[src/rtl/nco_multiwave_if.sv]
// Control and sample bundle for nco_multiwave: the master drives frequency,
// phase and waveform controls; the slave returns the pipelined sample.
interface nco_multiwave_if #(
    parameter int PHASE_W = 32,
    parameter int OUT_W   = 8
);
    logic               enable;
    logic [PHASE_W-1:0] control;
    logic               control_load;
    logic [PHASE_W-1:0] phase_offset;
    logic [1:0]         wave_sel;
    logic               sync;
    logic [OUT_W-1:0]   amplitude;
    logic               valid;
    logic               wrap;

    modport master (
        output enable, control, control_load, phase_offset, wave_sel, sync,
        input  amplitude, valid, wrap
    );

    modport slave (
        input  enable, control, control_load, phase_offset, wave_sel, sync,
        output amplitude, valid, wrap
    );
endinterface

[src/rtl/nco_multiwave.sv]
// Phase-accumulator NCO with sine/square/triangle/sawtooth output and a 2-stage output pipeline.
// Define SYNC_UPDATE_EN to defer control-word changes to the next cycle wrap (or sync).
module nco_multiwave #(
    parameter int PHASE_W = 32,
    parameter int OUT_W   = 8,
    parameter int ADDR_W  = 8
) (
    input  logic           clk,
    input  logic           reset,
    nco_multiwave_if.slave bus
);
    localparam int  Q     = 2 ** (ADDR_W - 2);
    localparam real PI    = 3.14159265358979323846;
    localparam real AMP_R = real'((2 ** (OUT_W - 1)) - 1);

    localparam logic [OUT_W-1:0]  AMP     = {1'b0, {(OUT_W-1){1'b1}}};
    localparam logic [OUT_W-1:0]  NEG_AMP = {1'b1, {(OUT_W-2){1'b0}}, 1'b1};
    localparam logic [ADDR_W-2:0] Q_IDX   = (ADDR_W-1)'(Q);

    // Quarter-wave entries are all non-negative, so rounding is a plain +0.5 truncate.
    function automatic logic [OUT_W-1:0] sine_entry(input int i);
        return OUT_W'($rtoi(AMP_R * $sin(PI / 2.0 * real'(i) / real'(Q)) + 0.5));
    endfunction

    logic [OUT_W-1:0] lut [Q+1];

    for (genvar i = 0; i <= Q; i++) begin : g_lut
        assign lut[i] = sine_entry(i);
    end

    logic [PHASE_W-1:0] phase;
    logic [PHASE_W-1:0] active;
    logic               carry;
    logic [PHASE_W:0]   sum;

    logic [PHASE_W-1:0] p1;
    logic [1:0]         sel1;
    logic               v1;
    logic               c1;

    logic [OUT_W-1:0]   amp_q;
    logic               valid_q;
    logic               wrap_q;

`ifdef SYNC_UPDATE_EN
    logic [PHASE_W-1:0] pending;
    logic               pend_vld;
`endif

    assign sum = {1'b0, phase} + {1'b0, active};

    always_ff @(posedge clk) begin
        if (reset) begin
            phase   <= '0;
            active  <= '0;
            carry   <= 1'b0;
            p1      <= '0;
            sel1    <= '0;
            v1      <= 1'b0;
            c1      <= 1'b0;
            amp_q   <= '0;
            valid_q <= 1'b0;
            wrap_q  <= 1'b0;
`ifdef SYNC_UPDATE_EN
            pending  <= '0;
            pend_vld <= 1'b0;
`endif
        end else begin
            if (bus.sync) begin
                phase <= '0;
                carry <= 1'b0;
            end else if (bus.enable) begin
                phase <= sum[PHASE_W-1:0];
                carry <= sum[PHASE_W];
            end

`ifdef SYNC_UPDATE_EN
            // A load coinciding with the transfer point goes straight to the active word.
            if (bus.sync || (bus.enable && sum[PHASE_W])) begin
                if (bus.control_load) begin
                    active <= bus.control;
                end else if (pend_vld) begin
                    active <= pending;
                end
                pend_vld <= 1'b0;
            end else if (bus.control_load) begin
                pending  <= bus.control;
                pend_vld <= 1'b1;
            end
`else
            if (bus.control_load) begin
                active <= bus.control;
            end
`endif

            p1      <= phase + bus.phase_offset;
            sel1    <= bus.wave_sel;
            v1      <= bus.enable;
            c1      <= carry;

            amp_q   <= sample;
            valid_q <= v1;
            wrap_q  <= c1 & v1;
        end
    end

    logic [ADDR_W-1:0] sine_addr;
    logic [1:0]        quad;
    logic [ADDR_W-2:0] lut_idx;
    logic [OUT_W-1:0]  sine_mag;
    logic [OUT_W:0]    tri_u;
    logic [OUT_W-1:0]  tri_v;
    logic [OUT_W-1:0]  sample;

    always_comb begin
        sine_addr = p1[PHASE_W-1 -: ADDR_W];
        quad      = sine_addr[ADDR_W-1 -: 2];
        lut_idx   = {1'b0, sine_addr[ADDR_W-3:0]};
        if (quad[0]) begin
            lut_idx = Q_IDX - {1'b0, sine_addr[ADDR_W-3:0]};
        end
        sine_mag  = lut[lut_idx];
        tri_u     = p1[PHASE_W-1 -: OUT_W+1];
        tri_v     = tri_u[OUT_W] ? ~tri_u[OUT_W-1:0] : tri_u[OUT_W-1:0];
        sample    = '0;
        case (sel1)
            2'd0:    sample = quad[1] ? (~sine_mag + 1'b1) : sine_mag;
            2'd1:    sample = p1[PHASE_W-1] ? NEG_AMP : AMP;
            2'd2:    sample = {~tri_v[OUT_W-1], tri_v[OUT_W-2:0]};
            default: sample = {~p1[PHASE_W-1], p1[PHASE_W-2 -: OUT_W-1]};
        endcase
    end

    // Only the top phase bits shape the waveform; the rest carry fractional precision.
    logic unused_p1_low;
    assign unused_p1_low = ^p1;

    assign bus.amplitude = amp_q;
    assign bus.valid     = valid_q;
    assign bus.wrap      = wrap_q;
endmodule

[src/flat_wrapper.sv]
// flat-port wrapper written by rule: the top's interface ports become plain ports
module nco_multiwave_flat 
#(
    parameter int PHASE_W = 32,
    parameter int OUT_W   = 8,
    parameter int ADDR_W  = 8
)
  (clk, reset, bus_enable, bus_control, bus_control_load, bus_phase_offset, bus_wave_sel, bus_sync, bus_amplitude, bus_valid, bus_wrap);
  nco_multiwave_if #(.PHASE_W(PHASE_W), .OUT_W(OUT_W)) bus_i ();
  input  logic clk;
  input  logic reset;
  input wire logic [$bits(bus_i.enable)-1:0] bus_enable;
  input wire logic [$bits(bus_i.control)-1:0] bus_control;
  input wire logic [$bits(bus_i.control_load)-1:0] bus_control_load;
  input wire logic [$bits(bus_i.phase_offset)-1:0] bus_phase_offset;
  input wire logic [$bits(bus_i.wave_sel)-1:0] bus_wave_sel;
  input wire logic [$bits(bus_i.sync)-1:0] bus_sync;
  output wire logic [$bits(bus_i.amplitude)-1:0] bus_amplitude;
  output wire logic [$bits(bus_i.valid)-1:0] bus_valid;
  output wire logic [$bits(bus_i.wrap)-1:0] bus_wrap;
  assign bus_i.enable = bus_enable;
  assign bus_i.control = bus_control;
  assign bus_i.control_load = bus_control_load;
  assign bus_i.phase_offset = bus_phase_offset;
  assign bus_i.wave_sel = bus_wave_sel;
  assign bus_i.sync = bus_sync;
  assign bus_amplitude = bus_i.amplitude;
  assign bus_valid = bus_i.valid;
  assign bus_wrap = bus_i.wrap;
  nco_multiwave #(.PHASE_W(PHASE_W), .OUT_W(OUT_W), .ADDR_W(ADDR_W)) u_core (.clk(clk), .reset(reset), .bus(bus_i));
endmodule
[config.mk]
export PLATFORM = sky130hd
export DESIGN_NAME = nco_multiwave_flat
export DESIGN_NICKNAME = d
export VERILOG_FILES = /design/src/rtl/nco_multiwave_if.sv /design/src/rtl/nco_multiwave.sv /design/src/flat_wrapper.sv
export SDC_FILE = /design/constraint.sdc
export NUM_CORES = 1
export LEC_CHECK = 0
export BUFFER_PORTS_ARGS = -buffer_cell sky130_fd_sc_hd__buf_2
export CORE_AREA = 2 2 112 114
export DETAILED_ROUTE_END_ITERATION = 6
export DIE_AREA = 0 0 114 116
export PLACE_DENSITY = 0.81
export SETUP_SLACK_MARGIN = 0.15
export SLEW_MARGIN = 15
export SYNTH_ARGS = -nofsm -noshare
export SYNTH_HDL_FRONTEND = slang
export SYNTH_SLANG_ARGS = --single-unit
[constraint.sdc]
create_clock -name clk -period 5.8 [get_ports clk]
set_input_delay 0.58 -clock clk [delete_from_list [all_inputs] [get_ports clk]]
set_output_delay 0.58 -clock clk [all_outputs]
set_load 0.01 [all_outputs]
==> results.cfg <==
[global_route]
track_usage_pct = 27.1
grt_max_degree = 57
grt_pass1_wl_mm = 28.9
grt_pass1_vias = 6110
antenna_found_initial = 0
grt_overflow = 0

[placed_design]
gp_congestion = 0.981
portBuffers = 80
dp_hpwl_mm = 13.1
place_inst = 1040

[cells_and_area]
antenna-diode-count = 0
finalCoreUtilization_pct = 65.4
nNetsFinal = 1045
fin_cells = 1056
fill_cells = 998
layout-drive-gt1-share_pct = 13.5
syn_to_final_growth_pct = 10.4

[yosys]
ys_async_sr_fraction_pct = 0
ys_seq_elements = 88
seq_area_frac_synth_pct = 25.0
syn_area_per_cell_um2 = 8.27
ys.warnings.count = 0
synth_edf_count = 0
synth.distinct_cells = 86
synthCells = 853
synth_nets = 994
syn-cell-area_um2 = 7060
synthFlopType = dfxtp_1

[clocking]
clock_path_buffers = 2
cts_buffers = 9
post_cts_resized = 0
root_buffer = clkbuf_16
insertion_delay_ps = 350
htree_levels = 3
cts_num_sinks = 88
path_clk_slew_ps = 60
cts_tree = yes
post_cts_buffers = 0
cts_hold_buffers = 0

[sta]
period_share_pct = 75.9
slew_headroom_pct = 33.1
rsz0062_at_grt = false
setup_viol = 0
fmax_mhz = 227
layout_min_cycle_time_ps = 4400
worst_slew_pin_slew_ps = 1000
slew_viol_final = 0
hold_violations = 0
skew_ps = 8.53
tns_ps = 0

[status]
status = completed

[die]
die_area_um2 = 13200
die_h_um = 116
boundaryPins = 81
initial_core_util_pct = 59.3
core-area_um2 = 11900
die_x_um = 114
rows = 40

[worst_setup_path]
required_ps = 6040
worstPathArrival_ps = 4640
crit_path_start_kind = flip-flop
crit_type = reg2reg
path_max_fanout = 13
critPathCaptureType = flip-flop

[drt]
dr.pass1.iters = 6
num_vias = 6528
drt_iter0_markers = 400
drc_errors = 0
antenna_left = 0
wl_per_cell_um = 16.6
vias_per_cell = 6.18
routed_wl_mm = 17.5

[job]
maxCapViolCount = 0

[power_and_ir_drop]
p_leak_nw = 3.70
irDropWorstVdd_uv = 210
p_per_area_nw_per_um2 = 225

[min_path]
hold_path.class = reg2reg
## power breakdown
part	switching [mW]	total [mW]	internal, mW
registers	0.0344	0.674	0.639
clock network	0.229	0.587	0.358
logic	0.285	0.492	0.207
## final timing paths
kind,from,depth (start not counted),end,slack [ps]
min,u_core.c1,1,u_core.bus.wrap,420
max,u_core.p1[25],15,u_core.bus.amplitude[4],1400
max reg2reg,u_core.p1[25],15,u_core.bus.amplitude[4],1400
min reg2reg,u_core.c1,1,u_core.bus.wrap,420
## per-layer routing
layer  vias up  wire length, um  part of all wire (%)  GRT usage [%]
met2       172             8300                    47           45.4
met3        32              819                   4.7           5.13
met4         0              350                   2.0           9.59
met1      3039             8040                    46           35.0
li1       3285                -                     -              -
met5         -                0                     0              0
## placed cells by master, fill, tap and decap left out, types with 6 or more instances in the layout
master | netlist | layout
nor2_1 | 112 | 112
dfxtp_1 | 88 | 88
buf_2 | 8 | 80
ha_1 | 69 | 69
mux2i_1 | 59 | 59
a21oi_1 | 53 | 53
o21ai_0 | 42 | 42
nand2_1 | 39 | 39
a21o_1 | 35 | 35
xnor2_1 | 26 | 26
nand3_1 | 22 | 22
inv_1 | 21 | 21
nor3_1 | 19 | 19
xor2_1 | 17 | 17
a211oi_1 | 16 | 16
nand2b_1 | 11 | 11
nor2b_1 | 10 | 10
o211ai_1 | 10 | 10
a31oi_1 | 9 | 9
clkbuf_16 | 0 | 9
a2111oi_0 | 7 | 7
o21bai_1 | 7 | 7
or3_1 | 6 | 6
o31ai_1 | 6 | 6
a31o_2 | 6 | 6
nand4_1 | 6 | 6
buf_4 | 2 | 6
## logic make-up after synthesis
group / Yosys count / share of synthesized area [%]
adders and majority gates: 71 / 12.7
muxes: 60 / 8.53
DFF: 88 / 25.0
buffers and inverters: 67 / 3.92
and+or+nand+nor: 268 / 19.0
xor gates and xnor gates: 43 / 5.34
AOI/OAI and AO/OA: 256 / 25.6
## critical path: stages (launching register included)
cell and delay (ps):
dfxtp_1 620, inv_1 120, ha_1 330, mux2i_1 150, buf_4 180, inv_1 150, ha_1 390, a2111oi_0 490
a211oi_1 90, a2111oi_0 590, or2_2 260, ha_1 200, inv_1 90, o41ai_2 370, nand3_1 110, o311a_1 140
## flip-flops by register name (all words and copies together), names as in the netlist
signal and cells:
u_core.active 32, u_core.bus.amplitude 8, u_core.bus.valid 1, u_core.bus.wrap 1, u_core.c1 1, u_core.carry 1
u_core.p1 9, u_core.phase 32, u_core.sel1 2, u_core.v1 1
## per-stage QoR
step / hold slack (ps) / worst slack [ps] / instance area [um^2] / total power, mW
after floorplan: 406 / 1570 / 7060 / 1.05
after global placement: 411 / 1590 / 7490 / 1.17
after detailed placement: 412 / 1530 / 7490 / 1.17
after CTS: 426 / 1470 / 7790 / 1.76
after global routing: 446 / 1010 / 7790 / 1.84
final: 424 / 1400 / 7790 / 1.75
## final cells by class
class	count	area [um^2]	area share, %
multi-input cells	698	5020	64.4
flip-flops and latches	88	1760	22.6
repair buffers	86	445	5.72
clock buffers	14	264	3.39
well taps	147	184	2.36
inverters	21	78.8	1.01
clock inverters	2	37.5	0.482
## synth_stat cells (4+ instances only)
| library cell | instances | area share [%] |
|---|---|---|
| a221oi_1 | 4 | 0.50 |
| nor3_1 | 19 | 1.3 |
| a211oi_1 | 16 | 1.7 |
| a21oi_1 | 53 | 3.8 |
| and2_1 | 5 | 0.44 |
| inv_1 | 21 | 1.1 |
| a31oi_1 | 9 | 0.80 |
| o21bai_1 | 7 | 0.74 |
| mux2i_1 | 59 | 8.4 |
| o211ai_1 | 10 | 1.1 |
| nand2_1 | 39 | 2.1 |
| nand3_1 | 22 | 1.6 |
| nand2b_1 | 11 | 0.98 |
| nor4_1 | 5 | 0.44 |
| or3_1 | 6 | 0.53 |
| dfxtp_1 | 88 | 25 |
| nor2_1 | 112 | 6.0 |
| and3_1 | 5 | 0.44 |
| o21ai_0 | 42 | 3.0 |
| o31ai_1 | 6 | 0.64 |
| xor2_1 | 17 | 2.1 |
| or2_2 | 4 | 0.35 |
| o22ai_1 | 5 | 0.44 |
| a2111oi_0 | 7 | 0.87 |
| o21ai_1 | 5 | 0.35 |
| a31o_2 | 6 | 0.74 |
| buf_2 | 8 | 0.57 |
| buf_1 | 11 | 0.59 |
| ha_1 | 69 | 12 |
| nor2b_1 | 10 | 0.89 |
| xnor2_1 | 26 | 3.2 |
| a21o_1 | 35 | 3.7 |
| a211o_1 | 5 | 0.62 |
| nand4_1 | 6 | 0.53 |
| clkbuf_1 | 24 | 1.3 |
Note: power is estimated with default switching activity, not from simulation.
